**src/rtl/veda_pkg.sv**
```systemverilog
// Shared encodings, widths and types for the veda register-file controller.
package veda_pkg;

  localparam int unsigned ADDR_W = 5;
  localparam int unsigned DATA_W = 32;

  localparam logic OP_WRITE = 1'b0;
  localparam logic OP_READ  = 1'b1;

  localparam logic RF_MODE_WRITE = 1'b0;
  localparam logic RF_MODE_READ  = 1'b1;

  typedef enum logic [1:0] {
    IDLE  = 2'd0,
    ISSUE = 2'd1,
    WAIT  = 2'd2,
    RESP  = 2'd3
  } state_t;

  typedef struct packed {
    logic              op;
    logic [ADDR_W-1:0] addr_a;
    logic [ADDR_W-1:0] addr_b;
    logic [DATA_W-1:0] wdata;
  } cmd_t;

endpackage

```
**src/rtl/veda_cmd_fifo.sv**
```systemverilog
// Command FIFO for veda_ctrl; DEPTH must be a power of two >= 2.
module veda_cmd_fifo
  import veda_pkg::*;
#(
  parameter int unsigned DEPTH = 4
) (
  input  logic clk,
  input  logic rst,
  input  logic push,
  input  logic pop,
  input  cmd_t din,
  output cmd_t dout,
  output logic full,
  output logic empty
);

  localparam int unsigned PW = $clog2(DEPTH);

  cmd_t          mem [DEPTH];
  logic [PW-1:0] wr_ptr;
  logic [PW-1:0] rd_ptr;
  logic [PW:0]   count;
  logic          do_push;
  logic          do_pop;

  assign do_push = push && !full;
  assign do_pop  = pop && !empty;
  assign full    = (count == (PW+1)'(DEPTH));
  assign empty   = (count == '0);
  assign dout    = mem[rd_ptr];

  // Pointers wrap naturally because DEPTH is a power of two.
  always_ff @(posedge clk or negedge rst) begin
    if (!rst) begin
      wr_ptr <= '0;
      rd_ptr <= '0;
      count  <= '0;
    end else begin
      if (do_push) wr_ptr <= wr_ptr + PW'(1);
      if (do_pop)  rd_ptr <= rd_ptr + PW'(1);
      case ({do_push, do_pop})
        2'b10:   count <= count + (PW+1)'(1);
        2'b01:   count <= count - (PW+1)'(1);
        default: count <= count;
      endcase
    end
  end

  always_ff @(posedge clk) begin
    if (do_push) mem[wr_ptr] <= din;
  end

endmodule

```
**src/rtl/veda_ctrl.sv**
```systemverilog
// Register-file access controller: queues write/read commands and sequences them one at a time.
// Optional macro VEDA_CTRL_UNINIT_CHK_EN adds a written-address mask that flags reads of never-written registers.
module veda_ctrl
  import veda_pkg::*;
#(
  parameter int unsigned RD_LAT     = 1,
  parameter int unsigned FIFO_DEPTH = 4
) (
  input  logic              clk,
  input  logic              rst,
  input  logic              cmd_valid,
  output logic              cmd_ready,
  input  logic              cmd_op,
  input  logic [ADDR_W-1:0] cmd_addr_a,
  input  logic [ADDR_W-1:0] cmd_addr_b,
  input  logic [DATA_W-1:0] cmd_wdata,
  output logic              rsp_valid,
  input  logic              rsp_ready,
  output logic [DATA_W-1:0] rsp_data,
  output logic              rsp_err,
  output logic              rf_write_enable,
  output logic              rf_mode,
  output logic [ADDR_W-1:0] rf_addr_a,
  output logic [ADDR_W-1:0] rf_addr_b,
  output logic [DATA_W-1:0] rf_datain,
  input  logic [DATA_W-1:0] rf_dataout
);

  localparam logic [2:0] LAT_M1 = 3'(RD_LAT - 1);

  cmd_t       push_cmd;
  cmd_t       head;
  logic       fifo_full;
  logic       fifo_empty;
  logic       pop;
  logic       sample;
  state_t     state;
  logic [2:0] cnt;

  assign push_cmd  = '{op: cmd_op, addr_a: cmd_addr_a, addr_b: cmd_addr_b, wdata: cmd_wdata};
  assign cmd_ready = !fifo_full;
  assign pop       = (state == IDLE) && !fifo_empty;

  // ISSUE doubles as the first read-wait cycle so RD_LAT=1 samples on the edge leaving ISSUE.
  assign sample = ((state == ISSUE) || (state == WAIT)) && (rf_mode == RF_MODE_READ) && (cnt == '0);

  veda_cmd_fifo #(
    .DEPTH(FIFO_DEPTH)
  ) u_fifo (
    .clk  (clk),
    .rst  (rst),
    .push (cmd_valid),
    .pop  (pop),
    .din  (push_cmd),
    .dout (head),
    .full (fifo_full),
    .empty(fifo_empty)
  );

  always_ff @(posedge clk or negedge rst) begin
    if (!rst) begin
      state           <= IDLE;
      cnt             <= '0;
      rsp_valid       <= 1'b0;
      rsp_data        <= '0;
      rf_write_enable <= 1'b0;
      rf_mode         <= RF_MODE_READ;
      rf_addr_a       <= '0;
      rf_addr_b       <= '0;
      rf_datain       <= '0;
    end else begin
      case (state)
        IDLE: begin
          if (pop) begin
            state     <= ISSUE;
            cnt       <= LAT_M1;
            rf_addr_a <= head.addr_a;
            rf_addr_b <= head.addr_b;
            if (head.op == OP_WRITE) begin
              rf_write_enable <= 1'b1;
              rf_mode         <= RF_MODE_WRITE;
              rf_datain       <= head.wdata;
            end else begin
              rf_write_enable <= 1'b0;
              rf_mode         <= RF_MODE_READ;
              rf_datain       <= '0;
            end
          end
        end
        ISSUE, WAIT: begin
          if ((rf_mode == RF_MODE_WRITE) || sample) begin
            rf_write_enable <= 1'b0;
            rf_mode         <= RF_MODE_READ;
            rf_addr_a       <= '0;
            rf_addr_b       <= '0;
            rf_datain       <= '0;
            if (sample) begin
              state     <= RESP;
              rsp_valid <= 1'b1;
              rsp_data  <= rf_dataout;
            end else begin
              state <= IDLE;
            end
          end else begin
            cnt   <= cnt - 3'd1;
            state <= WAIT;
          end
        end
        RESP: begin
          if (rsp_ready) begin
            rsp_valid <= 1'b0;
            state     <= IDLE;
          end
        end
        default: state <= IDLE;
      endcase
    end
  end

`ifdef VEDA_CTRL_UNINIT_CHK_EN
  logic [(2**ADDR_W)-1:0] wr_mask;
  logic                   err_q;

  always_ff @(posedge clk or negedge rst) begin
    if (!rst) begin
      wr_mask <= '0;
      err_q   <= 1'b0;
    end else begin
      if (pop && (head.op == OP_WRITE)) wr_mask[head.addr_a] <= 1'b1;
      if (sample) err_q <= ~wr_mask[rf_addr_a];
    end
  end

  assign rsp_err = err_q;
`else
  assign rsp_err = 1'b0;
`endif

endmodule
```
**config.mk**
```make
export PLATFORM = sky130hd
export DESIGN_NAME = veda_ctrl
export DESIGN_NICKNAME = d
export VERILOG_FILES = /design/src/rtl/veda_pkg.sv /design/src/rtl/veda_cmd_fifo.sv /design/src/rtl/veda_ctrl.sv
export SDC_FILE = /design/constraint.sdc
export NUM_CORES = 1
export LEC_CHECK = 0
export CAP_MARGIN = 10
export CELL_PAD_IN_SITES_DETAIL_PLACEMENT = 0
export CELL_PAD_IN_SITES_GLOBAL_PLACEMENT = 2
export CORE_ASPECT_RATIO = 0.7
export CORE_MARGIN = 2
export CORE_UTILIZATION = 43
export CTS_CLUSTER_DIAMETER = 80
export DETAILED_ROUTE_END_ITERATION = 10
export PLACE_DENSITY_LB_ADDON = 0.05
export SLEW_MARGIN = 20
export SYNTH_ARGS = -nofsm -noshare
export SYNTH_HDL_FRONTEND = slang
export SYNTH_HIERARCHICAL = 1
export SYNTH_SLANG_ARGS = --single-unit
```
**constraint.sdc**
```tcl
create_clock -name clk -period 5.66 [get_ports clk]
set_input_delay 1.698 -clock clk [delete_from_list [all_inputs] [get_ports clk]]
set_output_delay 1.698 -clock clk [all_outputs]
set_load 0.03 [all_outputs]
```
==> results.yml <==
floorplan:
  ioPinCount: 158
  die_area_sq_um: 24200
  core_area_sq_um: 22600
  die_height_microns: 131
  initial_core_util_pct: 43.7
  rows: 46
  horizontal_die_dimension_microns: 185
cts:
  cts.clk_slew.worst_paths_ps: 60
  cts_hold_buf: 0
  tritoncts: "done"
  clock_latency_on_the_worst_skew_pair_ps: 520
  clock-sinks: 261
  cts_max_path_buffers: 3
  cts_resized: 0
  post_cts_buffers: 0
  h-tree-depth: 1
  tritoncts.num_buffers: 25
  clock_tree.root_cell: "sky130_fd_sc_hd__clkbuf_16"
synthesis:
  synthesis.area_sq_um: 9870
  yosys-top-cells-area: "sky130_fd_sc_hd__edfxtp_1 52%, sky130_fd_sc_hd__dfrtp_1 22%, sky130_fd_sc_hd__mux4_2 8.7%"
  synth_enable_flop_cells: 172
  post_synth_num_cell_types: 39
  synth.yosys.warnings: 6
  postSynthNetCount: 565
  yosys.area.top_type: "sky130_fd_sc_hd__edfxtp_1"
  synth.ff_latch_count: 261
  synth.yosys.seq_area_share_pct: 74.9
  async_flop_share_pct: 34.1
  post-synth-top-area-fraction_pct: 52.3
  ys_dominant_reg_cell: "sky130_fd_sc_hd__edfxtp_1"
  netlist_instances: 476
  postSynthAreaPerCell_sq_um: 20.7
global_route:
  track_usage_pct: 16.0
  grt_pass1_vias: 5116
  pin_count_of_the_biggest_net_entering_global_routing: 53
  number_of_antenna_violations_at_the_first_check_in_global_routing: 0
  grt_pass1_wl_microns: 29200
  gr-total-overflow: 0
route:
  drt_pre_antenna_iters: 4
  routed-via-count: 4939
  route.antenna.remaining_nets: 0
  post-route-drc-count: 0
  route.detailed.vias_per_inst: 5.10
  wire_per_inst_microns: 19.6
  drt_iter0_drc: 301
  detailroute.wirelength.met3_microns: 943
  route.met2.wl_microns: 9040
  topRoutingLayerUsed: "met4"
  drt_wl_total_microns: 19000
  route.layer.met1.wl_microns: 8730
timing:
  timing.final.setup_violations: 0
  relSlewSlack_pct: 28.3
  period_needed_ps: 3560
  rsz0062_at_grt: "false"
  setup_total_negative_slack_ps: 0
  hold_violations: 0
  max_slew_violations: 0
  max_freq_mhz: 281
  clock-skew-final_ps: 12.0
  worstMarginPinSlew_ps: 1070
  period_utilization_pct: 62.8
hold_path:
  hp-class: "reg -> reg"
final_layout:
  finish.net_count: 725
  syn_to_final_growth_pct: 25.7
  most_common_cell_after_layout_fill_and_taps_aside: "sky130_fd_sc_hd__edfxtp_1"
  final_area_sq_um: 12400
  final_layout_size_suffix_gt1_share_pct: 19.2
  layout_common_cells: "172 x sky130_fd_sc_hd__edfxtp_1, 155 x sky130_fd_sc_hd__clkdlybuf4s50_1, 86 x sky130_fd_sc_hd__dfrtp_1"
place:
  placement.io_buffers: 156
  detailed_place_hpwl_microns: 11400
  place_congestion: 0.719
  placedInstanceArea_sq_um: 11600
setup_path:
  cp_max_fo: 5
  critical_path.endpoint_type: "primary output"
  required_time_reported_for_the_critical_path_endpoint_ps: 3960
  critPathArrivalTime_ps: 1860
  crit_type: "reg -> out"
  cp-start-kind: "flop"
power_and_ir_drop:
  max-vdd-ir-drop_v: 0.000244
  powerDensity_nw_per_um2: 565
  static-leakage-power_nw: 4.54
outcome:
  run_status: "completed"
job:
  timing.max_cap.violations: 0
==> worst paths after layout <==
| check | slack [ps] | endpoint | cells past startpoint | from |
|---|---|---|---|---|
| setup / recovery | 2100 | cmd_ready | 3 | u_fifo/count[0]$_DFFE_PN0P_ |
| hold / removal | 470 | cnt[0]$_DFFE_PN0P_ | 1 | cnt[0]$_DFFE_PN0P_ |
| setup reg to reg | 2670 | rf_datain[29]$_DFFE_PN0P_ | 5 | state[0]$_DFFE_PN0P_ |
| hold reg to reg | 470 | cnt[0]$_DFFE_PN0P_ | 1 | cnt[0]$_DFFE_PN0P_ |
| max in group asynchronous | 3390 | u_fifo/rd_ptr[1]$_DFFE_PN0P_ | 2 | rst |
| min in group asynchronous | 1240 | rf_addr_b[1]$_DFFE_PN0P_ | 1 | rst |
==> Yosys cell counts, types with 2 or more instances <==
master / number
sky130_fd_sc_hd__and2_1: 5
sky130_fd_sc_hd__xor2_1: 3
sky130_fd_sc_hd__ha_1: 9
sky130_fd_sc_hd__buf_6: 6
sky130_fd_sc_hd__mux2_2: 35
sky130_fd_sc_hd__inv_1: 14
sky130_fd_sc_hd__mux4_1: 5
sky130_fd_sc_hd__a22o_1: 43
sky130_fd_sc_hd__dfrtp_1: 88
sky130_fd_sc_hd__nor2_1: 2
sky130_fd_sc_hd__buf_12: 4
sky130_fd_sc_hd__buf_2: 13
sky130_fd_sc_hd__edfxtp_1: 172
sky130_fd_sc_hd__nand2_1: 5
sky130_fd_sc_hd__o21ai_0: 4
sky130_fd_sc_hd__mux4_2: 38
sky130_fd_sc_hd__mux2i_1: 3
sky130_fd_sc_hd__nand3_1: 3
sky130_fd_sc_hd__xnor2_1: 3
sky130_fd_sc_hd__nor2b_1: 2
==> per-layer routing <==
layer | vias to the layer above | track usage [%]
met5 | - | 0
met3 | 25 | 2.99
met4 | 0 | 3.41
li1 | 2211 | -
met2 | 124 | 25.0
met1 | 2579 | 23.7
==> cell type report <==
| type | count | area, sq um |
|---|---|---|
| fillers | 1758 | 10200 |
| inverters | 14 | 52.6 |
| multi-input cells | 176 | 2220 |
| repair buffers | 158 | 1570 |
| diodes | 1 | 2.50 |
| clock inverters | 11 | 81.3 |
| clock buffers | 35 | 683 |
| flip-flops and latches | 261 | 7400 |
| well taps | 312 | 390 |
==> where the power goes <==
group	switching (mW)	leakage [nW]	internal [mW]
Clock	0.671	0.381	0.888
Combinational	1.31	1.45	1.18
Sequential	0.364	2.71	2.60
==> worst max-delay path: stages (launching register included) <==
cell                              delay [ps]
sky130_fd_sc_hd__dfrtp_1                 440
sky130_fd_sc_hd__nor3b_2                 260
sky130_fd_sc_hd__inv_1                    60
sky130_fd_sc_hd__clkdlybuf4s50_1         590
==> registers in the layout, indices dropped and copies added (netlist names), 2 cells and up <==
name,flops
cnt,3
rf_addr_a,5
rsp_data,32
u_fifo/count,3
state,2
rf_addr_b,5
rf_datain,32
u_fifo/wr_ptr,2
u_fifo/rd_ptr,2
u_fifo/mem,172
==> through the flow <==
| stage | worst slack [ps] | utilization, % | total power, mW | std cells | hold slack, ps |
|---|---|---|---|---|---|
| after global routing | 2010 | 55.0 | 7.40 | 967 | 500 |
| after global placement | 1740 | 51.6 | 5.48 | 921 | 460 |
| final | 2100 | 55.0 | 7.01 | 968 | 474 |
| after CTS | 2090 | 55.0 | 7.12 | 967 | 475 |
| after floorplan | 2250 | - | 4.72 | 476 | 451 |
| after detailed placement | 1650 | 51.6 | 5.54 | 921 | 466 |
==> logic make-up (layout without fill, tap and decap cells) <==
logic type / after synthesis / count (layout) / synth area share [%]
AO/OA/AOI/OAI: 53 / 53 / 4.46
XOR/XNOR: 6 / 6 / 0.533
AND/OR/NAND/NOR: 25 / 25 / 1.60
adder cells (fa/ha/maj): 10 / 10 / 1.34
flip-flops: 261 / 261 / 74.9
other: 1 / 2 / 0.0380
multiplexers: 81 / 81 / 14.3
buffers and inverters: 39 / 218 / 2.80
Note: power is estimated with default switching activity, not from simulation.
